File: config.mk
export PLATFORM = sky130hd
export DESIGN_NAME = mem_wb_stage
export DESIGN_NICKNAME = d
export VERILOG_FILES = /design/src/rtl/mem_wb_stage.sv
export SDC_FILE = /design/constraint.sdc
export NUM_CORES = 1
export LEC_CHECK = 0
export CAP_MARGIN = 10
export CORE_UTILIZATION = 45
export DETAILED_ROUTE_END_ITERATION = 6
export PLACE_DENSITY = 0.85
export SYNTH_ARGS = -nofsm -noshare
export SYNTH_HDL_FRONTEND = slang
export SYNTH_SLANG_ARGS = --single-unit
File: constraint.sdc
create_clock -name clk -period 3.22 [get_ports clk]
set_input_delay 0.322 -clock clk [delete_from_list [all_inputs] [get_ports clk]]
set_output_delay 0.322 -clock clk [all_outputs]
set_load 0.01 [all_outputs]
File: src/rtl/mem_wb_stage.sv
// -----------------------------------------------------------------------------
// mem_wb_stage
//
// This is the final pipeline stage, placed after the execute stage. It takes
// the registered ALU result and the load/store control from execute.
//   - ALU ops write the register file one cycle after they are presented.
//   - Aligned loads park the stage in WAIT until the data-memory read response
//     arrives. The stage then selects the addressed byte or halfword, sign- or
//     zero-extends it, and writes it one cycle after the response.
//   - Misaligned loads and responses that do not arrive in time each produce a
//     one-cycle error pulse and no write.
//
// Optional feature (macro MEM_WB_PERF_EN):
//   When defined, the stage gains two free-running 32-bit counters.
//   perf_retired counts rf_we cycles. perf_load_stall counts WAIT cycles.
//
// Ports:
//   clk, reset                 clock (rising edge), async active-low reset
//   ex_valid/ex_rd/ex_wb_en    instruction from execute
//   ex_mem_read/ex_funct3      load flag and load size/sign
//   ex_alu_result              ALU result / load byte address
//   mem_rsp_valid/_data        read response from data memory
//   stall_out                  upstream hold (combinational from state)
//   rf_we/rf_waddr/rf_wdata    register-file write port (registered)
//   fwd_valid/fwd_rd/fwd_data  forwarding tap, copies of rf_*
//   err_misalign/err_timeout   one-cycle error pulses
//   perf_retired/perf_load_stall  (MEM_WB_PERF_EN only)
// -----------------------------------------------------------------------------
module mem_wb_stage #(
    parameter int XLEN     = 32,
    parameter int RA_W     = 5,
    parameter int MAX_WAIT = 15
) (
    input  logic            clk,
    input  logic            reset,
    input  logic            ex_valid,
    input  logic [RA_W-1:0] ex_rd,
    input  logic            ex_wb_en,
    input  logic            ex_mem_read,
    input  logic [2:0]      ex_funct3,
    input  logic [XLEN-1:0] ex_alu_result,
    input  logic            mem_rsp_valid,
    input  logic [XLEN-1:0] mem_rsp_data,
    output logic            stall_out,
    output logic            rf_we,
    output logic [RA_W-1:0] rf_waddr,
    output logic [XLEN-1:0] rf_wdata,
    output logic            fwd_valid,
    output logic [RA_W-1:0] fwd_rd,
    output logic [XLEN-1:0] fwd_data,
    output logic            err_misalign,
    output logic            err_timeout
`ifdef MEM_WB_PERF_EN
    ,
    output logic [31:0]     perf_retired,
    output logic [31:0]     perf_load_stall
`endif
);

    localparam int CNT_W = $clog2(MAX_WAIT + 1);
    localparam logic [CNT_W-1:0] MAX_CNT = CNT_W'(MAX_WAIT);

    typedef enum logic [1:0] {
        ST_IDLE = 2'd0,
        ST_WAIT = 2'd1,
        ST_WB   = 2'd2
    } state_t;

    state_t            state_r;
    state_t            state_next_s;

    logic [RA_W-1:0]   cap_rd_r;
    logic [2:0]        cap_funct3_r;
    logic [1:0]        cap_off_r;
    logic [CNT_W-1:0]  cnt_r;
    logic [CNT_W-1:0]  cnt_inc_s;

    logic              rf_we_r;
    logic [RA_W-1:0]   rf_waddr_r;
    logic [XLEN-1:0]   rf_wdata_r;
    logic              err_misalign_r;
    logic              err_timeout_r;

    logic              accept_alu_s;
    logic              accept_load_s;
    logic              misalign_s;
    logic              rsp_take_s;
    logic              timeout_s;
    logic              stall_s;
    logic              wr_next_s;
    logic [RA_W-1:0]   waddr_next_s;
    logic [XLEN-1:0]   wdata_next_s;

    // Funct3 values 3, 6 and 7 are not defined. They are treated as LW, so
    // they need word alignment.
    function automatic logic load_misaligned(input logic [2:0] f3, input logic [1:0] off);
        logic mis;
        case (f3)
            3'd0, 3'd4: mis = 1'b0;
            3'd1, 3'd5: mis = off[0];
            default:    mis = (off != 2'b00);
        endcase
        return mis;
    endfunction

    // Selects the addressed byte or halfword lane from the word-aligned
    // response and extends it to XLEN. Undefined funct3 values pass the whole
    // word through.
    function automatic logic [XLEN-1:0] load_extract(input logic [2:0]      f3,
                                                     input logic [1:0]      off,
                                                     input logic [XLEN-1:0] w);
        logic [7:0]      b;
        logic [15:0]     h;
        logic [XLEN-1:0] r;
        b = w[{off, 3'b000} +: 8];
        h = w[{off[1], 4'b0000} +: 16];
        case (f3)
            3'd0:    r = {{(XLEN-8){b[7]}}, b};
            3'd4:    r = {{(XLEN-8){1'b0}}, b};
            3'd1:    r = {{(XLEN-16){h[15]}}, h};
            3'd5:    r = {{(XLEN-16){1'b0}}, h};
            default: r = w;
        endcase
        return r;
    endfunction

    assign cnt_inc_s = (cnt_r == MAX_CNT) ? cnt_r : (cnt_r + {{(CNT_W-1){1'b0}}, 1'b1});

    // State register.
    always_ff @(posedge clk or negedge reset) begin
        if (!reset) begin
            state_r <= ST_IDLE;
        end else begin
            state_r <= state_next_s;
        end
    end

    // Next-state logic. The WB state samples ex_* just as IDLE does, so
    // back-to-back instructions retire one per cycle.
    always_comb begin
        state_next_s  = ST_IDLE;
        accept_alu_s  = 1'b0;
        accept_load_s = 1'b0;
        misalign_s    = 1'b0;
        rsp_take_s    = 1'b0;
        timeout_s     = 1'b0;
        case (state_r)
            ST_IDLE, ST_WB: begin
                if (ex_valid && ex_mem_read) begin
                    if (load_misaligned(ex_funct3, ex_alu_result[1:0])) begin
                        misalign_s   = 1'b1;
                        state_next_s = ST_IDLE;
                    end else begin
                        accept_load_s = 1'b1;
                        state_next_s  = ST_WAIT;
                    end
                end else if (ex_valid && ex_wb_en && (ex_rd != {RA_W{1'b0}})) begin
                    accept_alu_s = 1'b1;
                    state_next_s = ST_WB;
                end else begin
                    state_next_s = ST_IDLE;
                end
            end
            ST_WAIT: begin
                if (mem_rsp_valid) begin
                    // A load to x0 still completes its bus transaction. It
                    // then returns straight to IDLE without writing.
                    rsp_take_s = 1'b1;
                    if (cap_rd_r != {RA_W{1'b0}}) begin
                        state_next_s = ST_WB;
                    end else begin
                        state_next_s = ST_IDLE;
                    end
                end else if (cnt_inc_s == MAX_CNT) begin
                    // This is the MAX_WAIT-th WAIT cycle without a response.
                    timeout_s    = 1'b1;
                    state_next_s = ST_IDLE;
                end else begin
                    state_next_s = ST_WAIT;
                end
            end
            default: begin
                state_next_s = ST_IDLE;
            end
        endcase
    end

    // Output decode. Stall comes from state only. The write-port values are
    // computed here and registered below.
    always_comb begin
        stall_s      = (state_r == ST_WAIT);
        wr_next_s    = 1'b0;
        waddr_next_s = rf_waddr_r;
        wdata_next_s = rf_wdata_r;
        if (accept_alu_s) begin
            wr_next_s    = 1'b1;
            waddr_next_s = ex_rd;
            wdata_next_s = ex_alu_result;
        end else if (rsp_take_s && (cap_rd_r != {RA_W{1'b0}})) begin
            wr_next_s    = 1'b1;
            waddr_next_s = cap_rd_r;
            wdata_next_s = load_extract(cap_funct3_r, cap_off_r, mem_rsp_data);
        end else begin
            wr_next_s    = 1'b0;
        end
    end

    // Output registers. The address and data hold their last values
    // between writes.
    always_ff @(posedge clk or negedge reset) begin
        if (!reset) begin
            rf_we_r        <= 1'b0;
            rf_waddr_r     <= {RA_W{1'b0}};
            rf_wdata_r     <= {XLEN{1'b0}};
            err_misalign_r <= 1'b0;
            err_timeout_r  <= 1'b0;
        end else begin
            rf_we_r        <= wr_next_s;
            rf_waddr_r     <= waddr_next_s;
            rf_wdata_r     <= wdata_next_s;
            err_misalign_r <= misalign_s;
            err_timeout_r  <= timeout_s;
        end
    end

    // Load capture registers and the saturating wait counter. The counter is
    // cleared when the stage enters WAIT.
    always_ff @(posedge clk or negedge reset) begin
        if (!reset) begin
            cap_rd_r     <= {RA_W{1'b0}};
            cap_funct3_r <= 3'd0;
            cap_off_r    <= 2'd0;
            cnt_r        <= {CNT_W{1'b0}};
        end else if (accept_load_s) begin
            cap_rd_r     <= ex_rd;
            cap_funct3_r <= ex_funct3;
            cap_off_r    <= ex_alu_result[1:0];
            cnt_r        <= {CNT_W{1'b0}};
        end else if (state_r == ST_WAIT) begin
            cnt_r        <= cnt_inc_s;
        end else begin
            cnt_r        <= cnt_r;
        end
    end

`ifdef MEM_WB_PERF_EN
    logic [31:0] perf_retired_r;
    logic [31:0] perf_load_stall_r;

    // Performance counters. Both wrap naturally at 2^32.
    always_ff @(posedge clk or negedge reset) begin
        if (!reset) begin
            perf_retired_r    <= 32'd0;
            perf_load_stall_r <= 32'd0;
        end else begin
            perf_retired_r    <= perf_retired_r + {31'd0, rf_we_r};
            perf_load_stall_r <= perf_load_stall_r + {31'd0, stall_s};
        end
    end

    assign perf_retired    = perf_retired_r;
    assign perf_load_stall = perf_load_stall_r;
`endif

    assign stall_out    = stall_s;
    assign rf_we        = rf_we_r;
    assign rf_waddr     = rf_waddr_r;
    assign rf_wdata     = rf_wdata_r;
    assign fwd_valid    = rf_we_r;
    assign fwd_rd       = rf_waddr_r;
    assign fwd_data     = rf_wdata_r;
    assign err_misalign = err_misalign_r;
    assign err_timeout  = err_timeout_r;

endmodule

==> metrics.txt <==
# TYPE chip_impl_metric gauge
chip_impl_metric{name="grt_antenna_before_repair",unit=""} 0
chip_impl_metric{name="postSynthAreaPerCell",unit="um^2"} 9.70
chip_impl_info{name="rsz_0062_raised_after_global_routing",value="false"} 1
chip_impl_metric{name="post_cts_hold_fix_bufs",unit=""} 0
chip_impl_metric{name="tightest_slew",unit="ns"} 0.705
chip_impl_metric{name="worst-path-max-fanout",unit=""} 21
chip_impl_metric{name="post_drt_wl_per_cell",unit="um"} 18.3
chip_impl_metric{name="detailed_route_iter0_violations",unit=""} 281
chip_impl_info{name="synth.largest_area_cell",value="sky130_fd_sc_hd__dfrtp_1"} 1
chip_impl_metric{name="clk_pin_slew_worst_paths",unit="ns"} 0.11
chip_impl_info{name="layout_common_cells",value="sky130_fd_sc_hd__clkdlybuf4s50_1 (155), sky130_fd_sc_hd__dfrtp_1 (56), sky130_fd_sc_hd__nand3_1 (28)"} 1
chip_impl_metric{name="power_report.internal_total",unit="W"} 0.00239
chip_impl_metric{name="routed_via_count",unit=""} 3398
chip_impl_metric{name="numCtsBuffers",unit=""} 5
chip_impl_metric{name="top_level_ports",unit=""} 157
chip_impl_metric{name="leakagePower",unit="nW"} 2.01
chip_impl_metric{name="post-synth-top-area-fraction",unit="%"} 38.8
chip_impl_info{name="critical_path_launch_point_type",value="input pin"} 1
chip_impl_metric{name="power.switching_fraction",unit="%"} 36.0
chip_impl_metric{name="combinationalPowerShare",unit="%"} 54.3
chip_impl_metric{name="detail_route.drc_violations",unit=""} 0
chip_impl_info{name="ys_top_cells_by_area",value="sky130_fd_sc_hd__dfrtp_1 (39%), sky130_fd_sc_hd__buf_4 (8.3%), sky130_fd_sc_hd__o31ai_1 (4.6%), sky130_fd_sc_hd__a2111oi_0 (4.4%), sky130_fd_sc_hd__mux2_2 (4.1%)"} 1
chip_impl_metric{name="finalCriticalPeriod",unit="ns"} 2.57
chip_impl_metric{name="gp_routability_congestion",unit=""} 0.845
chip_impl_metric{name="dr.pass1.iters",unit=""} 4
chip_impl_metric{name="finClkSkew",unit="ns"} 0.00816
chip_impl_metric{name="placed_cells_incl_taps",unit=""} 573
chip_impl_metric{name="finalWirelength",unit="mm"} 10.7
chip_impl_metric{name="design.die.area",unit="um^2"} 8380
chip_impl_metric{name="cts_resized",unit=""} 0
chip_impl_metric{name="vdd_ir_drop_max",unit="mV"} 0.321
chip_impl_metric{name="die_width",unit="um"} 91.6
chip_impl_metric{name="area_delta_synth_final",unit="%"} 40.6
chip_impl_metric{name="dieHeight",unit="um"} 91.6
chip_impl_metric{name="hpwlAfterDp",unit="mm"} 8.03
chip_impl_metric{name="cts_post_setup_buffers_inserted",unit=""} 0
chip_impl_info{name="cts_root_buffer",value="sky130_fd_sc_hd__clkbuf_8"} 1
chip_impl_metric{name="clock_power_share",unit="%"} 12.8
chip_impl_metric{name="syn-instance-count",unit=""} 372
chip_impl_metric{name="cts_num_sinks",unit=""} 56
chip_impl_metric{name="final_min_period_over_clock_period",unit="%"} 80.0
chip_impl_metric{name="report.final.setup_viol",unit=""} 0
chip_impl_metric{name="clk-insertion-delay-late",unit="ns"} 0.32
chip_impl_metric{name="core-area",unit="um^2"} 7730
chip_impl_metric{name="globalRouteOverflowTotal",unit=""} 0
chip_impl_metric{name="placement_rows",unit=""} 32
chip_impl_metric{name="cts.path.max_buffers",unit=""} 2
chip_impl_metric{name="first_global_vias",unit=""} 3193
chip_impl_metric{name="nNetsFinal",unit=""} 557
chip_impl_metric{name="port-buffer-count",unit=""} 156
chip_impl_metric{name="grt_first_pass_wirelength",unit="mm"} 16.9
chip_impl_metric{name="timing.critical_path.arrival",unit="ns"} 2.76
chip_impl_metric{name="timing.final.hold_violations",unit=""} 0
chip_impl_metric{name="maxSlewViolCount",unit=""} 0
chip_impl_metric{name="syn-num-nets",unit=""} 451
chip_impl_info{name="criticalPathCategory",value="in2reg"} 1
chip_impl_metric{name="power_density",unit="nW/um^2"} 736
chip_impl_metric{name="finalSetupTns",unit="ns"} 0
chip_impl_metric{name="yosysWarningCount",unit=""} 0
chip_impl_metric{name="remaining_max_slew_budget_at_the_tightest_pin",unit="%"} 51.8
chip_impl_info{name="mostFrequentLayoutCell",value="sky130_fd_sc_hd__clkdlybuf4s50_1"} 1
chip_impl_metric{name="final-instance-count-excl-fill",unit=""} 581
chip_impl_metric{name="max_cap_viol_count",unit=""} 0
chip_impl_info{name="min-delay-path-class",value="in2async"} 1
chip_impl_metric{name="netlist-cell-type-count",unit=""} 58
chip_impl_metric{name="n_antenna_cell",unit=""} 0
chip_impl_info{name="postSynth.topFlopCell",value="sky130_fd_sc_hd__dfrtp_1"} 1
chip_impl_metric{name="final_layout_size_suffix_gt1_share",unit="%"} 9.19
chip_impl_metric{name="synth_area",unit="um^2"} 3610
chip_impl_info{name="run_status",value="completed"} 1
chip_impl_metric{name="worstPathRequired",unit="ns"} 3.41
chip_impl_metric{name="grt_max_degree",unit=""} 46
chip_impl_metric{name="synth.yosys.seq_area_share",unit="%"} 38.8
chip_impl_metric{name="drt-vias-per-instance",unit=""} 5.85
chip_impl_metric{name="synth_enable_flop_cells",unit=""} 0
chip_impl_metric{name="antenna_violating_nets_post_route",unit=""} 0
chip_impl_metric{name="synth-async-reset-ratio",unit="%"} 100
chip_impl_metric{name="grt.total_usage",unit="%"} 25.6
chip_impl_info{name="tritoncts",value="built"} 1
chip_impl_metric{name="max_freq",unit="GHz"} 0.388
chip_impl_info{name="cp-end-kind",value="flop"} 1
chip_impl_metric{name="sequentialPowerShare",unit="%"} 32.9
chip_impl_metric{name="start_util",unit="%"} 46.7
chip_impl_metric{name="cts.htree.levels",unit=""} 2
chip_impl_metric{name="postSynthRegisterBits",unit=""} 56
chip_impl_metric{name="switching_power_summed_over_all_nets",unit="W"} 0.00134
==> per-stage QoR <==
step / worst slack [ns] / area (um^2) / utilization [%] / hold slack (ns) / total power, W
5_1_grt: 0.508 / 5070 / 65.7 / 0.0430 / 0.00394
4_1_cts: 0.693 / 5070 / 65.7 / 0.0266 / 0.00375
3_3_place_gp: 0.427 / 4960 / 64.2 / 0.356 / 0.00320
6_report: 0.645 / 5070 / 65.7 / 0.00401 / 0.00373
3_5_place_dp: 0.357 / 4960 / 64.2 / 0.367 / 0.00327
2_1_floorplan: 1.38 / 3610 / - / 0.0264 / 0.00239
==> critical path, stage by stage <==
cell,delay [ns]
sky130_fd_sc_hd__clkdlybuf4s50_1,0.45
sky130_fd_sc_hd__or4_1,0.61
sky130_fd_sc_hd__o21a_1,0.47
sky130_fd_sc_hd__a2111oi_0,0.76
sky130_fd_sc_hd__o31ai_1,0.14
==> sequential cells by signal, indices dropped and copies added (netlist names) <==
register and flops:
err_misalign 1, cnt_r 4, cap_off_r 2, fwd_rd 5, fwd_valid 1, state_r 2
err_timeout 1, cap_funct3_r 3, cap_rd_r 5, fwd_data 32
==> cell families (layout without fill, tap and decap cells) <==
logic type / count (synthesis) / count (layout) / share of synthesized area [%]
xor gates and xnor gates: 1 / 1 / 0.243
buffers and inverters: 77 / 184 / 13.1
DFF: 56 / 56 / 38.8
adders and majority gates: 1 / 1 / 0.347
AOI/OAI and AO/OA: 97 / 97 / 22.0
muxes: 25 / 25 / 7.73
and+or+nand+nor: 115 / 115 / 17.7
==> path summary, 6_finish.rpt <==
| check | startpoint | to | slack (ns) | depth (start not counted) |
|---|---|---|---|---|
| setup reg to reg | state_r[0]$_DFF_PN0_ | fwd_data[25]$_DFFE_PN0P_ | 0.99 | 5 |
| min in group clk | state_r[0]$_DFF_PN0_ | err_misalign$_DFF_PN0_ | 0.51 | 1 |
| hold / removal | reset | fwd_data[2]$_DFFE_PN0P_ | 0.004 | 1 |
| hold reg to reg | state_r[0]$_DFF_PN0_ | err_misalign$_DFF_PN0_ | 0.51 | 1 |
| max in group asynchronous | reset | cap_rd_r[0]$_DFFE_PN0N_ | 2.37 | 2 |
| setup / recovery | ex_rd[1] | fwd_data[8]$_DFFE_PN0P_ | 0.65 | 5 |
==> cells in the mapped netlist, drive strengths merged (2+ instances only) <==
cell / number
o31ai: 22
nand2: 16
a221oi: 3
nor2b: 5
nor3b: 4
clkbuf: 13
or4: 2
mux2i: 11
and4b: 2
mux2: 13
inv: 7
o21ai: 8
dfrtp: 56
o22ai: 2
a21oi: 6
a22o: 4
nand3b: 8
o221ai: 4
a2111oi: 21
buf: 56
a2bb2oi: 3
nor2: 26
nand3: 28
a31oi: 4
nand2b: 7
o211ai: 6
a21boi: 5
nor3: 8
nor4b: 2
==> final cells by class <==
class,count,area (um^2)
Timing Repair Buffer,168,1650
Clock inverter,2,38.8
Inverter,8,30.0
Fill cell,610,2650
Clock buffer,6,72.6
Multi-Input combinational cell,239,1760
Tap cell,102,128
Sequential cell,56,1400
==> layer usage <==
layer	part of all wire, %	global-route usage, %	vias up
met5	0	0	-
met4	2.4	7.80	0
met3	5.9	4.02	20
met2	50	42.1	142
met1	42	34.5	1667
li1	-	-	1569
==> power groups by stage <==
stage               Clock, W  Sequential [W]  Combinational (W)
global placement           0         0.00122            0.00198
finish              0.000479         0.00123            0.00203
floorplan                  0         0.00127            0.00111
detailed placement         0         0.00124            0.00203
global route        0.000507         0.00126            0.00217
CTS                 0.000484         0.00123            0.00204
(Power assumes the default switching activity.)
